**config.mk**
```make
export PLATFORM = sky130hd
export DESIGN_NAME = rom_stream_reader
export DESIGN_NICKNAME = d
export VERILOG_FILES = /design/src/rtl/rom_stream_reader.sv
export SDC_FILE = /design/constraint.sdc
export NUM_CORES = 1
export LEC_CHECK = 0
export BUFFER_PORTS_ARGS = -buffer_cell sky130_fd_sc_hd__buf_4
export CORE_MARGIN = 4
export CORE_UTILIZATION = 54
export DETAILED_ROUTE_END_ITERATION = 12
export PLACE_DENSITY = 0.8
export SLEW_MARGIN = 15
export SYNTH_ARGS = -nofsm -noshare
export SYNTH_HDL_FRONTEND = slang
export SYNTH_SLANG_ARGS = --single-unit
```
**constraint.sdc**
```tcl
create_clock -name Clock -period 3 [get_ports Clock]
set_input_delay 0.3 -clock Clock [delete_from_list [all_inputs] [get_ports Clock]]
set_output_delay 0.3 -clock Clock [all_outputs]
set_load 0.1 [all_outputs]
```
**src/rtl/rom_stream_reader.sv**
```systemverilog
// rom_stream_reader: burst address sequencer and 2-deep stream buffer for a 1-cycle ROM.
// Define ROM_STREAM_READER_CHECKSUM_EN to add a running sum of transferred words.
module rom_stream_reader #(
  parameter int ADDRESS_WIDTH = 16,
  parameter int DATA_WIDTH    = 8,
  parameter int LENGTH_WIDTH  = 17
) (
  input  logic                     Clock,
  input  logic                     Reset,
  input  logic                     Start_i,
  input  logic [ADDRESS_WIDTH-1:0] StartAddress_i,
  input  logic [LENGTH_WIDTH-1:0]  Length_i,
  output logic                     Busy_o,
  output logic                     Done_o,
  output logic                     RomReadEnable_o,
  output logic [ADDRESS_WIDTH-1:0] RomAddress_o,
  input  logic [DATA_WIDTH-1:0]    RomData_i,
  output logic [DATA_WIDTH-1:0]    Data_o,
  output logic                     Valid_o,
  input  logic                     Ready_i
`ifdef ROM_STREAM_READER_CHECKSUM_EN
  ,
  output logic [DATA_WIDTH-1:0]    Checksum_o
`endif
);

  typedef enum logic [1:0] {
    IDLE,
    RUN,
    FINISH
  } state_t;

  state_t state_q;
  state_t state_d;

  logic [LENGTH_WIDTH-1:0]  remaining_q;
  logic [ADDRESS_WIDTH-1:0] addr_q;
  logic                     inflight_q;
  logic [1:0]               count_q;
  logic [DATA_WIDTH-1:0]    slot0_q;
  logic [DATA_WIDTH-1:0]    slot1_q;

  logic       start_ok;
  logic       pop;
  logic       push;
  logic       issue;
  logic       last_pop;
  logic [1:0] occ;

  assign start_ok = (state_q == IDLE) && Start_i;
  assign pop      = (count_q != 2'd0) && Ready_i;
  assign push     = inflight_q;
  assign occ      = count_q + {1'b0, inflight_q};

  // A read may only be issued if its word is sure to find a free slot.
  assign issue = (state_q == RUN)
              && (remaining_q != '0)
              && ((occ < 2'd2) || ((occ == 2'd2) && pop));

  assign last_pop = pop
                 && (count_q == 2'd1)
                 && !inflight_q
                 && (remaining_q == '0);

  always_ff @(posedge Clock or negedge Reset) begin
    if (!Reset) begin
      state_q <= IDLE;
    end else begin
      state_q <= state_d;
    end
  end

  always_comb begin
    state_d = state_q;
    unique case (state_q)
      IDLE: begin
        if (Start_i) begin
          if (Length_i != '0) begin
            state_d = RUN;
          end else begin
            state_d = FINISH;
          end
        end
      end
      RUN: begin
        if (last_pop) begin
          state_d = FINISH;
        end
      end
      FINISH: begin
        state_d = IDLE;
      end
      default: begin
        state_d = IDLE;
      end
    endcase
  end

  always_comb begin
    Busy_o          = 1'b0;
    Done_o          = 1'b0;
    RomReadEnable_o = issue;
    unique case (1'b1)
      (state_q == RUN): begin
        Busy_o = 1'b1;
      end
      (state_q == FINISH): begin
        Busy_o = 1'b1;
        Done_o = 1'b1;
      end
      default: begin
        Busy_o = 1'b0;
      end
    endcase
  end

  assign RomAddress_o = addr_q;
  assign Valid_o      = (count_q != 2'd0);
  assign Data_o       = slot0_q;

  always_ff @(posedge Clock or negedge Reset) begin
    if (!Reset) begin
      addr_q      <= '0;
      remaining_q <= '0;
      inflight_q  <= 1'b0;
    end else begin
      if (start_ok) begin
        addr_q      <= StartAddress_i;
        remaining_q <= Length_i;
      end else if (issue) begin
        addr_q      <= addr_q + ADDRESS_WIDTH'(1);
        remaining_q <= remaining_q - LENGTH_WIDTH'(1);
      end
      inflight_q <= issue;
    end
  end

  // Slot0 is always the head; an emptying pop leaves it untouched.
  always_ff @(posedge Clock or negedge Reset) begin
    if (!Reset) begin
      count_q <= 2'd0;
      slot0_q <= '0;
      slot1_q <= '0;
    end else begin
      count_q <= count_q + {1'b0, push} - {1'b0, pop};
      unique case (count_q)
        2'd0: begin
          if (push) begin
            slot0_q <= RomData_i;
          end
        end
        2'd1: begin
          if (push && pop) begin
            slot0_q <= RomData_i;
          end else if (push) begin
            slot1_q <= RomData_i;
          end
        end
        2'd2: begin
          if (pop) begin
            slot0_q <= slot1_q;
            if (push) begin
              slot1_q <= RomData_i;
            end
          end
        end
        default: begin
          slot0_q <= slot0_q;
        end
      endcase
    end
  end

`ifdef ROM_STREAM_READER_CHECKSUM_EN
  logic [DATA_WIDTH-1:0] csum_q;

  always_ff @(posedge Clock or negedge Reset) begin
    if (!Reset) begin
      csum_q <= '0;
    end else if (start_ok) begin
      csum_q <= '0;
    end else if (pop) begin
      csum_q <= csum_q + Data_o;
    end
  end

  assign Checksum_o = csum_q;
`endif

endmodule

```
# Word-level counts from Yosys, hierarchy flattened
# Cells that the tools add are included.
# classes
addsub	4
n_lt_le_gt_ge	1
eq_ne	11
n_mux	18
reduce_logical	24
# op_table
cell	count
two-way mux 8 bit	6
two-way mux 17 bit	2
nonzero test 17 bit	2
two-way mux 16 bit	2
case mux 8 bit (3 select lines)	1
zero test 17 bit	1
subtractor 17 x 1 -> 17 bit, second input constant	1
adder 16 x 1 -> 16 bit, second input constant	1
case mux 8 bit (2 select lines)	1
inequality test 2 bit, second input constant	5
logical AND 1 bit	9
== test 2 bit, second input constant	3
two-way mux 2 bit	3
nonzero test 2 bit	3
== test 2 x 1 -> 1 bit, second input constant	2
zero test 2 bit	2
case mux 2 bit (2 select lines)	1
AND reduction 4 bit	1
AND reduction 3 bit	1
nonzero test 3 bit	1
adder 2 x 1 -> 2 bit	1
less-than comparator 2 bit, second input constant	1
two-way mux 1 bit	2
inequality test 2 x 1 -> 1 bit, second input constant	1
other kinds (5)	5
# word_totals
regBits	54
in_bits	45
out_inout_bits	28
wordCells	65

# Depth between registers and ports, before layout
# logic_depth
depth_word	7
mapped_depth	8
mapped_depth_nobuf	8

# Worst setup path after synthesis
# OpenSTA, ideal clock, no wires.
# synth_path
path_kind	flip-flop to flip-flop
from	reg remaining_q[0]
to	reg remaining_q[0]
setup_ps	136
t_arrival_ps	2336
t_required_ps	2864
setup_slack_ps	528
stages_incl_launch_ff	9
path_buffers	0
synth_period_minus_slack_ps	2472
cell_sequence	dfrtp_1 inv_1 ha_1 nor3b_1 nand3_1 o21ai_4 inv_1 xnor2_1 o21ai_0
# synth_between
elab_chain_cells	4
word_cells_on_any_way	7
classes_between	add/sub (1); mux (2); reduce/logical (4)
# synth_lines
item	line_no	text
from (decl)	36	logic [LENGTH_WIDTH-1:0] remaining_q;
from (signal assigned)	129	remaining_q <= Length_i;
from (signal assigned)	132	remaining_q <= remaining_q - LENGTH_WIDTH'(1);
nonzero test 17 bit	57	&& (remaining_q != '0)
logical AND 1 bit	57	
logical AND 1 bit	58	&& ((occ < 2'd2) || ((occ == 2'd2) && pop));
via RomReadEnable_o	15	output logic RomReadEnable_o,
nonzero test 2 bit (no source line)	-	
# The timed path passes the listed nets, and every way through them passes these cells. The select of a mux whose other input is x is not followed.
# A chain may end at the register's enable or synchronous reset.

# Worst setup path in the final report
# layout_path
from	reg count_q[0]
to	out RomReadEnable_o
# layout_between
elab_chain_cells	5
word_cells_on_any_way	8
classes_between	add/sub (1); order compare (1); eq/ne (1); reduce/logical (5)
# layout_lines
item	line_no	text
from (decl)	39	logic [1:0] count_q;
from (signal assigned)	145	count_q <= count_q + {1'b0, push} - {1'b0, pop};
adder 2 x 1 -> 2 bit or nonzero test 2 bit (tied branches)	53, 51	
== test 2 bit or logical AND 1 bit (tied branches)	58, 51	
logical AND 1 bit	58	
logical OR 1 bit *	58	
logical AND 1 bit *	58	
to (decl)	15	
# Mark *: on every way between the ends. The rest lies on a longest branch, timed or not.

==> out/qor.csv <==
metric,value,unit
"area leader, netlist",dfrtp_1,
Reg area,1350,sq um
Syn Nets,369,
core region area,5510,sq um
Ports,73,
Worst Path Max Fanout,12,
RSZ-0062 raised after global routing,no,
Worst setup startpoint,count_q[0]$_DFF_PN0_,
Finished Cell Area,3790,sq um
IO Port Bufs,72,
number of enable flip-flop cells after synthesis,0,
largest net degree at the start of global routing,55,
worst-margin pin slew,0.675,ns
endpoints failing setup,0,
max cap viols,0,
die area,6970,sq um
layout cells sized above 1,28.2,%
drt total wl,7430,um
Final Wtd Congestion,0.856,
height of the die,83.5,um
Max Slew Vio Count,0,
register bit count reported by yosys,54,
Post-Syn Area,3080,sq um
Synth area leaders,"dfrtp_1, nor2_1, nand2_1, xnor2_1, a21oi_1",
CTS max path bufs,2,
HP Class,in -> async,
relative slew slack,55.0,%
Fin Setup TNS,0,ns
initial antenna violation count,0,
Synth top area share,43.9,%
post-cts hold buffer count,0,
Ys Warns,0,
Placed Area,3680,sq um
CP Class,reg -> out,
"Data required, critical path",2.70,ns
fmax,365,MHz
post-DR vias/cell,5.84,
post-detail-place hpwl,5400,um
Congestion Overflow GR,0,
Final #Nets,441,
Critical Path AT,2.44,ns
most numerous cell in the Yosys netlist,dfrtp_1,
sequential cell area fraction in the yosys report,43.9,%
CP Launch Type,register,
syn_area_per_cell,9.70,sq um
antenna violation net count after detailed routing,0,
Final Hold Fails,0,
starting density of the core,55.9,%
post-synthesis cell type count,54,
first-pass GRT wire length,12500,um
min Tclk post-route,2.74,ns
Mapped Cells,317,
total CTS buffers,5,
Clock Latency Late Sink,0.31,ns
CTS tree,built,
CTS Root Cell,clkbuf_8,
total number of vias,2699,
Layout Skew,0.0134,ns
fin crit share,91.4,%
"Async S/R FF share, synth",100,%
die span in x,83.5,um
diode count,0,
Area growth syn-to-layout,23.2,%
run status,finished clean,
Critical Path End Type,primary output,
reg2reg start,count_q[0]$_DFF_PN0_,
num rows,27,
detailed-route DRC error count,0,
area occupied by multi-input gates,1630,sq um
drt pass-1 iters,4,
vias in the first global route,2687,
Routed WL per cell,16.1,um
GR Util All Layers,21.7,%
ys flop type,dfrtp_1,
Fillers,434,
CTS Sinks,54,
H-tree depth,2,
Iter 0 DRT Violations,199,
"top cells by count, synth","dfrtp_1, nor2_1, nand2_1",
"CTS clk-pin slew, worst paths",0.10,ns
==> final cells by class <==
cell class	instances	area share [%]
Tap cell	72	2.38
Timing Repair Buffer	79	15.6
Clock buffer	5	1.82
Sequential cell	54	35.7
Multi-Input combinational cell	240	43.0
Inverter	9	0.891
Clock inverter	3	0.627
==> routing by layer <==
metal	up-vias	track usage (%)	share of wire, %	routed length [um]
met5	-	0	0	0
met4	0	5.26	1.6	119
met2	73	35.6	48	3600
met1	1302	29.6	44	3290
li1	1310	-	-	-
met3	14	4.44	5.7	423
==> flip-flops by register name (all words and copies together), names as in the netlist <==
| name | count |
|---|---|
| remaining_q | 17 |
| RomAddress_o | 16 |
| Data_o | 8 |
| slot1_q | 8 |
| count_q | 2 |
| state_q | 2 |
| inflight_q | 1 |
==> logic make-up (layout without fill, tap and decap cells) <==
family	count (synthesis)	after routing	synth area share [%]
simple gates	122	122	21.9
compound gates	76	76	17.1
flops	54	54	43.9
buf+inv	23	96	3.25
xor+xnor	19	19	5.41
mux	16	16	5.53
fa+ha+maj	7	7	2.85
==> metrics by stage <==
stage	setup slack [ns]	instances	util, %	hold slack, ns
floorplan	0.528	317	-	0.00441
global placement	0.438	452	66.8	0.384
detailed placement	0.376	452	66.8	0.389
CTS	0.00482	460	68.5	0.0402
global route	0.0819	462	68.8	0.0695
finish	0.258	462	68.8	0.0219
==> final timing paths <==
| check | to | slack [ns] | depth (start not counted) |
|---|---|---|---|
| setup / recovery | RomReadEnable_o | 0.26 | 6 |
| hold / removal | slot1_q[5]$_DFFE_PN0P_ | 0.02 | 1 |
| setup reg to reg | RomAddress_o[6]$_DFFE_PN0P_ | 0.43 | 7 |
| hold reg to reg | slot1_q[4]$_DFFE_PN0P_ | 0.52 | 1 |
| max in group asynchronous | remaining_q[10]$_DFFE_PN0P_ | 2.54 | 1 |
| min in group Clock | RomAddress_o[0]$_DFFE_PN0P_ | 0.18 | 3 |
==> worst max-delay path, cell delays in order, from the launching register on <==
cell     delay [ns]
dfrtp_1        0.45
ha_1           0.23
xnor2_1        0.30
o211a_1        0.49
o21ai_4        0.14
inv_1          0.19
buf_4          0.32
==> cells in the final DEF, fill, tap and decap left out, types with 2 or more instances in the layout <==
cell,n
o2111ai_1,3
or4_1,10
mux2_2,8
a211oi_1,3
dfrtp_1,54
a2111oi_0,2
nor2b_1,2
and2_1,3
clkbuf_8,5
and3_1,4
ha_1,7
a21oi_1,18
nor3_1,6
xor2_1,8
nand3b_1,2
o21ai_2,2
o31ai_1,7
nor4_1,6
nand3_1,7
nand4_1,6
o21ai_0,15
inv_1,9
o211ai_1,5
clkinvlp_4,2
a31oi_1,11
nand2_1,27
xnor2_1,11
nand2b_1,3
mux2i_1,8
nor2_1,29
buf_4,79
or3_1,5
or3b_2,2
==> repair_timing <==
| item | in CTS | in global routing |
|---|---|---|
| endpoints found under the setup margin | 0 | 1 |
| buffers inserted | 0 | 2 |
| resized for setup | 0 | 1 |
Power is left out: the tool's default activity adds up to more than one toggle a clock period on the data nets, which glitch-free logic cannot reach.
